$ cat config.mk
export PLATFORM = sky130hd
export DESIGN_NAME = fpga_exit_status_reporter
export DESIGN_NICKNAME = d
export VERILOG_FILES = /design/src/rtl/fpga_exit_status_pkg.sv /design/src/rtl/exit_uart_tx.sv /design/src/rtl/fpga_exit_status_reporter.sv
export SDC_FILE = /design/constraint.sdc
export NUM_CORES = 1
export LEC_CHECK = 0
export ABC_AREA = 0
export CAP_MARGIN = 20
export CORE_MARGIN = 5
export CORE_UTILIZATION = 51
export CTS_CLUSTER_DIAMETER = 200
export CTS_CLUSTER_SIZE = 12
export DETAILED_ROUTE_END_ITERATION = 8
export DONT_BUFFER_PORTS = 1
export PLACE_DENSITY = 0.81
export SLEW_MARGIN = 5
export SYNTH_ARGS = -nofsm -noshare
export SYNTH_HDL_FRONTEND = slang
export SYNTH_HIERARCHICAL = 1
export SYNTH_SLANG_ARGS = --single-unit
$ cat constraint.sdc
create_clock -name clk_gen -period 2.33 [get_ports clk_gen]
set_input_delay 0.233 -clock clk_gen [delete_from_list [all_inputs] [get_ports clk_gen]]
set_output_delay 0.233 -clock clk_gen [all_outputs]
set_load 0.02 [all_outputs]
$ cat src/rtl/fpga_exit_status_pkg.sv
// Shared types and constants for the FPGA exit-status reporter.
// The report bytes are only used when EXIT_UART_REPORT_EN is defined.
package fpga_exit_status_pkg;

  typedef enum logic [2:0] {
    ST_IDLE,
    ST_PASS,
    ST_BLINK_ON,
    ST_BLINK_OFF,
    ST_GAP
  } state_e;

  localparam int unsigned REPORT_LEN = 12;

  localparam logic [7:0] ASCII_X  = 8'h58;
  localparam logic [7:0] ASCII_EQ = 8'h3D;
  localparam logic [7:0] ASCII_CR = 8'h0D;
  localparam logic [7:0] ASCII_LF = 8'h0A;

  function automatic logic [7:0] hex_ascii(input logic [3:0] nib);
    logic [7:0] res;
    res = (nib < 4'd10) ? (8'h30 + {4'h0, nib}) : (8'h37 + {4'h0, nib});
    return res;
  endfunction

  // Report line layout: "X=" + 8 hex digits (MSB first) + CR LF.
  function automatic logic [7:0] report_byte(input logic [3:0] idx, input logic [31:0] code);
    logic [3:0] nib;
    logic [7:0] res;
    nib = 4'h0;
    case (idx)
      4'd2:    nib = code[31:28];
      4'd3:    nib = code[27:24];
      4'd4:    nib = code[23:20];
      4'd5:    nib = code[19:16];
      4'd6:    nib = code[15:12];
      4'd7:    nib = code[11:8];
      4'd8:    nib = code[7:4];
      4'd9:    nib = code[3:0];
      default: nib = 4'h0;
    endcase
    case (idx)
      4'd0:    res = ASCII_X;
      4'd1:    res = ASCII_EQ;
      4'd10:   res = ASCII_CR;
      4'd11:   res = ASCII_LF;
      default: res = hex_ascii(nib);
    endcase
    return res;
  endfunction

endpackage

$ cat src/rtl/exit_uart_tx.sv
// 8N1 UART serialiser with valid/ready byte input; ready is also raised in the
// final stop-bit cycle so consecutive bytes go out back-to-back.
module exit_uart_tx #(
  parameter int unsigned CLKS_PER_BIT = 434
) (
  input  logic       clk_gen,
  input  logic       rst_n,
  input  logic [7:0] data_i,
  input  logic       valid_i,
  output logic       ready_o,
  output logic       tx_o
);

  localparam int unsigned CW = (CLKS_PER_BIT > 1) ? $clog2(CLKS_PER_BIT) : 1;
  localparam logic [CW-1:0] CNT_RELOAD = CW'(CLKS_PER_BIT - 1);

  logic [9:0]    shift_q, shift_d;
  logic          busy_q, busy_d;
  logic [CW-1:0] clk_cnt_q, clk_cnt_d;
  logic [3:0]    bit_cnt_q, bit_cnt_d;
  logic          bit_tick;
  logic          last_bit;

  assign bit_tick = busy_q && (clk_cnt_q == '0);
  assign last_bit = bit_tick && (bit_cnt_q == 4'd9);
  assign ready_o  = ~busy_q | last_bit;
  assign tx_o     = shift_q[0];

  always_comb begin
    shift_d   = shift_q;
    busy_d    = busy_q;
    clk_cnt_d = clk_cnt_q;
    bit_cnt_d = bit_cnt_q;
    if (valid_i && ready_o) begin
      shift_d   = {1'b1, data_i, 1'b0};
      busy_d    = 1'b1;
      clk_cnt_d = CNT_RELOAD;
      bit_cnt_d = 4'd0;
    end else if (busy_q) begin
      if (bit_tick) begin
        // Shifting ones in leaves the line idle high after the stop bit.
        shift_d   = {1'b1, shift_q[9:1]};
        clk_cnt_d = CNT_RELOAD;
        if (last_bit) busy_d = 1'b0;
        else          bit_cnt_d = bit_cnt_q + 4'd1;
      end else begin
        clk_cnt_d = clk_cnt_q - CW'(1);
      end
    end
  end

  always_ff @(posedge clk_gen or negedge rst_n) begin
    if (!rst_n) begin
      shift_q   <= '1;
      busy_q    <= 1'b0;
      clk_cnt_q <= '0;
      bit_cnt_q <= 4'd0;
    end else begin
      shift_q   <= shift_d;
      busy_q    <= busy_d;
      clk_cnt_q <= clk_cnt_d;
      bit_cnt_q <= bit_cnt_d;
    end
  end

endmodule

$ cat src/rtl/fpga_exit_status_reporter.sv
// Captures the first SoC exit code and reports it on LEDs (steady = pass, blink count = code[3:0]).
// EXIT_UART_REPORT_EN adds a serial "X=<hex>\r\n" report; without it uart_tx_o is tied high.
//
// state        | meaning
// ST_IDLE      | armed, waiting for a capture edge
// ST_PASS      | code 0 captured, LED steady on
// ST_BLINK_ON  | LED on-phase of one pulse
// ST_BLINK_OFF | LED off-phase of one pulse
// ST_GAP       | LED off between bursts
module fpga_exit_status_reporter
  import fpga_exit_status_pkg::*;
#(
  parameter int unsigned BLINK_HALF_CYCLES = 5000000,
  parameter int unsigned GAP_CYCLES        = 20000000,
  parameter int unsigned UART_CLKS_PER_BIT = 434
) (
  input  logic        clk_gen,
  input  logic        rst_n,
  input  logic        exit_valid_i,
  input  logic [31:0] exit_value_i,
  input  logic        clear_i,
  output logic        done_led_o,
  output logic        pass_o,
  output logic        code_led_o,
  output logic        uart_tx_o
);

  localparam int unsigned TMR_MAX = (GAP_CYCLES > BLINK_HALF_CYCLES) ? GAP_CYCLES : BLINK_HALF_CYCLES;
  localparam int unsigned TMR_W   = (TMR_MAX > 1) ? $clog2(TMR_MAX) : 1;
  localparam logic [TMR_W-1:0] HALF_LOAD = TMR_W'(BLINK_HALF_CYCLES - 1);
  localparam logic [TMR_W-1:0] GAP_LOAD  = TMR_W'(GAP_CYCLES - 1);

  if (BLINK_HALF_CYCLES == 0 || GAP_CYCLES == 0 || UART_CLKS_PER_BIT == 0) begin : g_bad_param
    $error("fpga_exit_status_reporter: cycle parameters must be nonzero");
  end

  state_e           state_q, state_d;
  logic [TMR_W-1:0] tmr_q, tmr_d;
  logic [3:0]       pulse_q, pulse_d;
  logic [31:0]      code_q, code_d;
  logic             done_q, done_d;
  logic             pass_q, pass_d;
  logic             led_q, led_d;
  logic             sync1_q, sync2_q, sync3_q;
  logic             valid_edge;
  logic             capture;

  assign valid_edge = sync2_q & ~sync3_q;
  // First exit wins; a coincident clear discards the edge.
  assign capture    = valid_edge & ~done_q & ~clear_i;

  always_comb begin
    state_d = state_q;
    tmr_d   = (tmr_q == '0) ? tmr_q : tmr_q - TMR_W'(1);
    pulse_d = pulse_q;
    code_d  = code_q;
    done_d  = done_q;
    pass_d  = pass_q;
    if (clear_i) begin
      state_d = ST_IDLE;
      tmr_d   = '0;
      pulse_d = 4'd0;
      code_d  = 32'd0;
      done_d  = 1'b0;
      pass_d  = 1'b0;
    end else begin
      if (capture) begin
        code_d = exit_value_i;
        done_d = 1'b1;
        pass_d = (exit_value_i == 32'd0);
      end
      case (state_q)
        ST_IDLE: begin
          if (capture) begin
            state_d = (exit_value_i == 32'd0) ? ST_PASS : ST_BLINK_ON;
            tmr_d   = HALF_LOAD;
            pulse_d = 4'd0;
          end
        end
        ST_PASS: state_d = ST_PASS;
        ST_BLINK_ON: begin
          if (tmr_q == '0) begin
            state_d = ST_BLINK_OFF;
            tmr_d   = HALF_LOAD;
          end
        end
        ST_BLINK_OFF: begin
          if (tmr_q == '0) begin
            // Nibble 0 minus one wraps to 15, giving 16 pulses.
            if (pulse_q == (code_q[3:0] - 4'd1)) begin
              state_d = ST_GAP;
              tmr_d   = GAP_LOAD;
              pulse_d = 4'd0;
            end else begin
              state_d = ST_BLINK_ON;
              tmr_d   = HALF_LOAD;
              pulse_d = pulse_q + 4'd1;
            end
          end
        end
        ST_GAP: begin
          if (tmr_q == '0) begin
            state_d = ST_BLINK_ON;
            tmr_d   = HALF_LOAD;
          end
        end
        default: state_d = ST_IDLE;
      endcase
    end
    led_d = (state_d == ST_PASS) || (state_d == ST_BLINK_ON);
  end

  always_ff @(posedge clk_gen or negedge rst_n) begin
    if (!rst_n) begin
      sync1_q <= 1'b0;
      sync2_q <= 1'b0;
      sync3_q <= 1'b0;
      state_q <= ST_IDLE;
      tmr_q   <= '0;
      pulse_q <= 4'd0;
      code_q  <= 32'd0;
      done_q  <= 1'b0;
      pass_q  <= 1'b0;
      led_q   <= 1'b0;
    end else begin
      sync1_q <= exit_valid_i;
      sync2_q <= sync1_q;
      sync3_q <= sync2_q;
      state_q <= state_d;
      tmr_q   <= tmr_d;
      pulse_q <= pulse_d;
      code_q  <= code_d;
      done_q  <= done_d;
      pass_q  <= pass_d;
      led_q   <= led_d;
    end
  end

  assign done_led_o = done_q;
  assign pass_o     = pass_q;
  assign code_led_o = led_q;

`ifdef EXIT_UART_REPORT_EN
  logic       rep_active_q, rep_active_d;
  logic [3:0] rep_idx_q, rep_idx_d;
  logic       tx_valid;
  logic       tx_ready;
  logic [7:0] tx_byte;

  assign tx_valid = rep_active_q & ~clear_i;
  assign tx_byte  = report_byte(rep_idx_q, code_q);

  always_comb begin
    rep_active_d = rep_active_q;
    rep_idx_d    = rep_idx_q;
    if (clear_i) begin
      rep_active_d = 1'b0;
    end else if (capture) begin
      rep_active_d = 1'b1;
      rep_idx_d    = 4'd0;
    end else if (tx_valid && tx_ready) begin
      if (rep_idx_q == 4'(REPORT_LEN - 1)) rep_active_d = 1'b0;
      else                                 rep_idx_d    = rep_idx_q + 4'd1;
    end
  end

  always_ff @(posedge clk_gen or negedge rst_n) begin
    if (!rst_n) begin
      rep_active_q <= 1'b0;
      rep_idx_q    <= 4'd0;
    end else begin
      rep_active_q <= rep_active_d;
      rep_idx_q    <= rep_idx_d;
    end
  end

  exit_uart_tx #(
    .CLKS_PER_BIT(UART_CLKS_PER_BIT)
  ) u_uart_tx (
    .clk_gen (clk_gen),
    .rst_n   (rst_n),
    .data_i  (tx_byte),
    .valid_i (tx_valid),
    .ready_o (tx_ready),
    .tx_o    (uart_tx_o)
  );
`else
  assign uart_tx_o = 1'b1;
`endif

endmodule

==> Word level (Yosys, flattened, before mapping) <==
Cells that the tools add are included.
W data, S select, Z words.
{ "op_classes": {"add_sub_neg": 3, "n_eq_ne": 9, "muxes": 26, "n_bitwise": 6, "reduce_logical": 8} }
{ "op_table": {"columns": ["operator", "count"], "rows": [
  ["$mux W25", 6],
  ["$pmux W25 S3", 1],
  ["$logic_not A32 Y1", 1],
  ["$logic_not A25 Y1", 1],
  ["$sub A25 B1 Y25 const B", 1],
  ["$mux W4", 6],
  ["$mux W3", 6],
  ["$pmux W3 S5", 1],
  ["$eq A3 B2 Y1 const B", 3],
  ["$pmux W4 S2", 1],
  ["$eq A3 B1 Y1 const B", 2],
  ["$ne A3 B3 Y1 const B", 2],
  ["$add A4 B1 Y4 const B", 1],
  ["$eq A4 B4 Y1", 1],
  ["$mux W1", 4],
  ["$sub A4 B1 Y4 const B", 1],
  ["$and A1 B1 Y1", 3],
  ["$eq A3 B3 Y1 const B", 1],
  ["$logic_not A3 Y1", 1],
  ["$not A1 Y1", 3],
  ["$reduce_and A3 Y1", 1],
  ["$reduce_bool A3 Y1", 1],
  ["$mux W2", 1],
  ["$reduce_bool A2 Y1", 1],
  ["2 further kinds", 2]
]} }
{ "word_totals": {"ff_bits": 42, "out_inout_bits": 4, "wordCells": 62} }

==> Depth between registers and ports, before layout <==
{ "depth": {"word_depth": 9, "ltp_mapped": 10, "depth_no_buf": 10} }

==> Worst setup path before layout <==
OpenSTA, ideal clock, no wires.
{ "synth_path": {"path_type": "flip-flop to flip-flop", "startpoint": "register tmr_q[9]", "endpoint": "register tmr_q[0]", "arrival_time_ns": 2.066, "t_required_ns": 2.226, "setup_slack_ns": 0.160, "path_stages_with_launch": 10, "n_path_buf": 0, "period_less_slack_ns": 2.170, "path_cell_list": "dfrtp_1 nor4_4 nand2_1 nor4_1 nand2_1 ha_1 nor2_1 a21oi_1 nor2_1 a221oi_1"} }
{ "synth_via": {"elab_chain_cells": 5} }
{ "synth_rtl": {"columns": ["element", "line_no", "source"], "rows": [
  ["start, declared", "fpga_exit_status_reporter.sv:38", "logic [TMR_W-1:0] tmr_q, tmr_d;"],
  ["start signal, assigned", "fpga_exit_status_reporter.sv:130", "tmr_q <= tmr_d;"],
  ["$logic_not A25 Y1 (*)", null, null],
  ["$mux W25", "fpga_exit_status_reporter.sv:54", "tmr_d = (tmr_q == '0) ? tmr_q : tmr_q - TMR_W'(1);"],
  ["$mux W25 (on tied branches)", null, null],
  ["$pmux W25 S3 (*)", "fpga_exit_status_reporter.sv:72", "case (state_q)"],
  ["$mux W25 (*)", "fpga_exit_status_reporter.sv:59", "if (clear_i) begin"],
  ["named net tmr_d[0]", "fpga_exit_status_reporter.sv:38", null]
]} }
The timed path passes the listed nets; every way through them passes the cells marked *.
A chain may end at the register's enable or synchronous reset.

==> Worst setup path after layout <==
{ "layout_path": {"startpoint": "register tmr_q[14]", "endpoint": "register tmr_q[0]"} }
Same word-level chain as after synthesis.

==> metrics.cfg <==
[run_status]
status = finished, final reports clean

[power]
p_sw_share_pct = 43.45
p_clk_share_pct = 12.5
p_leak_nw = 1.132
p_int_mw = 1.958
peakVddDrop_v = 0.0007687
power.total_mw = 3.463
p_per_area_mw_per_mm2 = 1241
pwr-share-comb_pct = 54.9
seqPwrFrac_pct = 32.7
switchingPower_mw = 1.505

[detailed_routing]
ant_nets = 0
routed_wl_mm = 5.734
vias = 2091
first_pass_iters = 4
post_drt_via_cell_ratio = 5.991
drt-initial-drc-count = 174
drt-wirelength-per-cell_um = 16.43
drc = 0

[final_layout]
nets = 322
fin_cells = 349
drive_above_1_share_pct = 16.67
final_common_cell = dfrtp_1
final_util_pct = 58.68
synthToLayoutAreaGrowth_pct = 10.51
diodes = 0
final_cell_mix = dfrtp_1, nand2_1, nor2_1

[grt]
antenna_found_initial = 0
grt_pass1_wl_mm = 10.12
track_usage_pct = 20.19
grt_max_degree = 43
grt.overflow.total = 0
grt_pass1_vias = 2150

[sta]
slew-limit-headroom_pct = 41.76
setup_viol = 0
worst_slew_pin_slew_ns = 0.8707
setup_slack_ns = 0.09244
hold_viol_final = 0
rsz0062_at_grt = true
slew_violations = 0
fin_crit_sh_pct = 96.03
skew_ns = 0.002361
period_minus_slack_ns = 2.238
fmax_mhz = 446.9
setup-tns-final_ns = 0

[critical_path]
reg2reg_depth = 9
start_kind = flop
crit_family = simple AND/OR/NAND/NOR gates
critical_path.endpoint_type = flop
critical_path.cell_chain = or3_4 > or2_2 > nor3_2 > nand2_1 > ha_1 > nor2_1 > a21oi_1 > nor2_1 > a221oi_1
crit_path_frequent_cell = nor2_1
r2r-end = tmr_q[0]$_DFF_PN0_
path_class = reg -> reg
r2r-start = tmr_q[14]$_DFF_PN0_
slowest_stage = dfrtp_1
crit_fanout = 4
worstPathBufferInverterCount = 0
ff2ff_setup_slack_ns = 0.09
max_stage_delay_ns = 0.43
crit_arrival_ns = 2.42
required_ns = 2.51

[yosys]
ys_warn_count = 6
synth_area_sq_mm = 0.002525
syn_nets = 309
yosysTopAreaCell = dfrtp_1
synth_seq_cells = 42
syn_inst = 269
yosysSeqAreaShare_pct = 41.63
ys.flop_type = dfrtp_1
async_reset_ff_share_pct = 100.0
syn_area_per_cell_sq_um = 9.386
synth-edff-count = 0
synth_top_area_share_pct = 41.63
synth_cell_type_count = 56
synth_area_leaders = dfrtp_1, xnor2_1, a21oi_1

[floorplan]
io_pins = 40
initial_utilization_pct = 53.11
rows = 25
die_y_um = 80.36
dieArea_sq_mm = 0.006458
core_area_sq_mm = 0.004755
die_w_um = 80.36

[min_path]
worstHoldPathCells = 2
min_from = exit_value_i[1]
hold_end = code_q[1]$_DFFE_PN0P_
hp-class = in -> reg

[cts]
clk_pin_slew_ns = 0.07
root_buffer = clkbuf_8
cts_max_level = 2
clockBufferDepth = 2
clkLatencyLatePin_ns = 0.29
cts_tree = built
cts_made_buffers = 5
cts.sinks = 42

[placed_design]
gp_congestion = 0.8461
dp_cells = 335
pre_cts_slack_ns = 0.02324
dp_hpwl_mm = 3.944
io_buffers = 0

[run]
maxCapViolCount = 0

==> cell families after synthesis <==
family / after synthesis / synth area share, %
and+or+nand+nor: 122 / 28.15
other: 1 / 0.1485
xor gates and xnor gates: 25 / 8.672
AOI/OAI and AO/OA: 57 / 14.87
DFF: 42 / 41.63
adders and majority gates: 4 / 1.982
muxes: 3 / 1.338
buffers and inverters: 15 / 3.221
==> flip-flops by register name, indices dropped and copies added, names as in the netlist, 3 cells and up <==
| name | cells |
|---|---|
| code_q | 4 |
| pulse_q | 4 |
| tmr_q | 25 |
| state_q | 3 |
==> synth_stat cells, types with 2 or more instances <==
cell / count
inv_1: 5
ha_1: 4
nand4_1: 2
xor2_1: 7
nor3_2: 3
xnor2_1: 18
o211ai_2: 2
buf_4: 2
a21o_1: 2
nor4_2: 3
a21oi_1: 24
nand3_1: 6
mux2_2: 3
nand2_1: 29
o21ai_0: 11
clkbuf_1: 4
o21ai_1: 2
a31oi_1: 4
or2_2: 2
or3_1: 10
buf_2: 2
nor2b_1: 3
buf_6: 2
nor3_1: 7
nor4_1: 13
dfrtp_1: 42
nor2_1: 28
==> stage by stage <==
stage	instance area [sq um]	hold slack, ns
6_report	2790	0.07095
3_3_place_gp	2614	-0.06176
3_5_place_dp	2614	-0.06189
2_1_floorplan	2525	-0.06259
4_1_cts	2750	0.05976
5_1_grt	2790	0.06722
==> how the worst max path moves through the flow <==
| stage | to | depth (start not counted) | from | slack, ns |
|---|---|---|---|---|
| after CTS | tmr_q[0]$_DFF_PN0_ | 9 | tmr_q[14]$_DFF_PN0_ | 0.04 |
| after global placement | tmr_q[0]$_DFF_PN0_ | 9 | tmr_q[14]$_DFF_PN0_ | 0.16 |
| final | tmr_q[0]$_DFF_PN0_ | 9 | tmr_q[14]$_DFF_PN0_ | 0.09 |
| after detailed placement | tmr_q[0]$_DFF_PN0_ | 9 | tmr_q[14]$_DFF_PN0_ | 0.02 |
| after global routing | tmr_q[0]$_DFF_PN0_ | 9 | tmr_q[14]$_DFF_PN0_ | -0.02 |
| after floorplan | tmr_q[0]$_DFF_PN0_ | 9 | tmr_q[9]$_DFF_PN0_ | 0.16 |
==> layer usage <==
metal | GRT usage, % | part of all wire (%) | vias to the layer above
li1 | - | - | 996
met1 | 25.46 | 42 | 994
met2 | 32.86 | 49 | 77
met3 | 4.036 | 4.4 | 24
met4 | 9.966 | 4.1 | 0
met5 | 0 | 0 | -
==> worst reg2reg max path, stage by stage, from the launching register on <==
cell and delay, ns:
dfrtp_1 0.43, or3_4 0.40, or2_2 0.31, nor3_2 0.15, nand2_1 0.08, ha_1 0.30, nor2_1 0.05, a21oi_1 0.12
nor2_1 0.05, a221oi_1 0.24
==> cell type report <==
| type | count | area [sq um] |
|---|---|---|
| Clock buffer | 7 | 76.32 |
| Inverter | 5 | 18.77 |
| Multi-Input combinational cell | 212 | 1418 |
| Tap cell | 67 | 83.83 |
| Timing Repair Buffer | 16 | 142.6 |
| Sequential cell | 42 | 1051 |
| Fill cell | 401 | 1964 |
==> power by group through the flow <==
stage	Clock, mW	Sequential [mW]	Combinational [mW]
floorplan	0	1.09	1.40
global placement	0	1.13	1.68
detailed placement	0	1.13	1.72
CTS	0.443	1.12	1.76
global route	0.476	1.16	2.12
finish	0.432	1.13	1.90
==> timing repair <==
item	4_1_cts	5_1_grt
buffers inserted	0	2
endpoints found under the hold margin	63	0
gates resized for setup	0	5
setup endpoints to repair	0	4
hold buffers	5	0
Power figures use the tool's default switching activity.
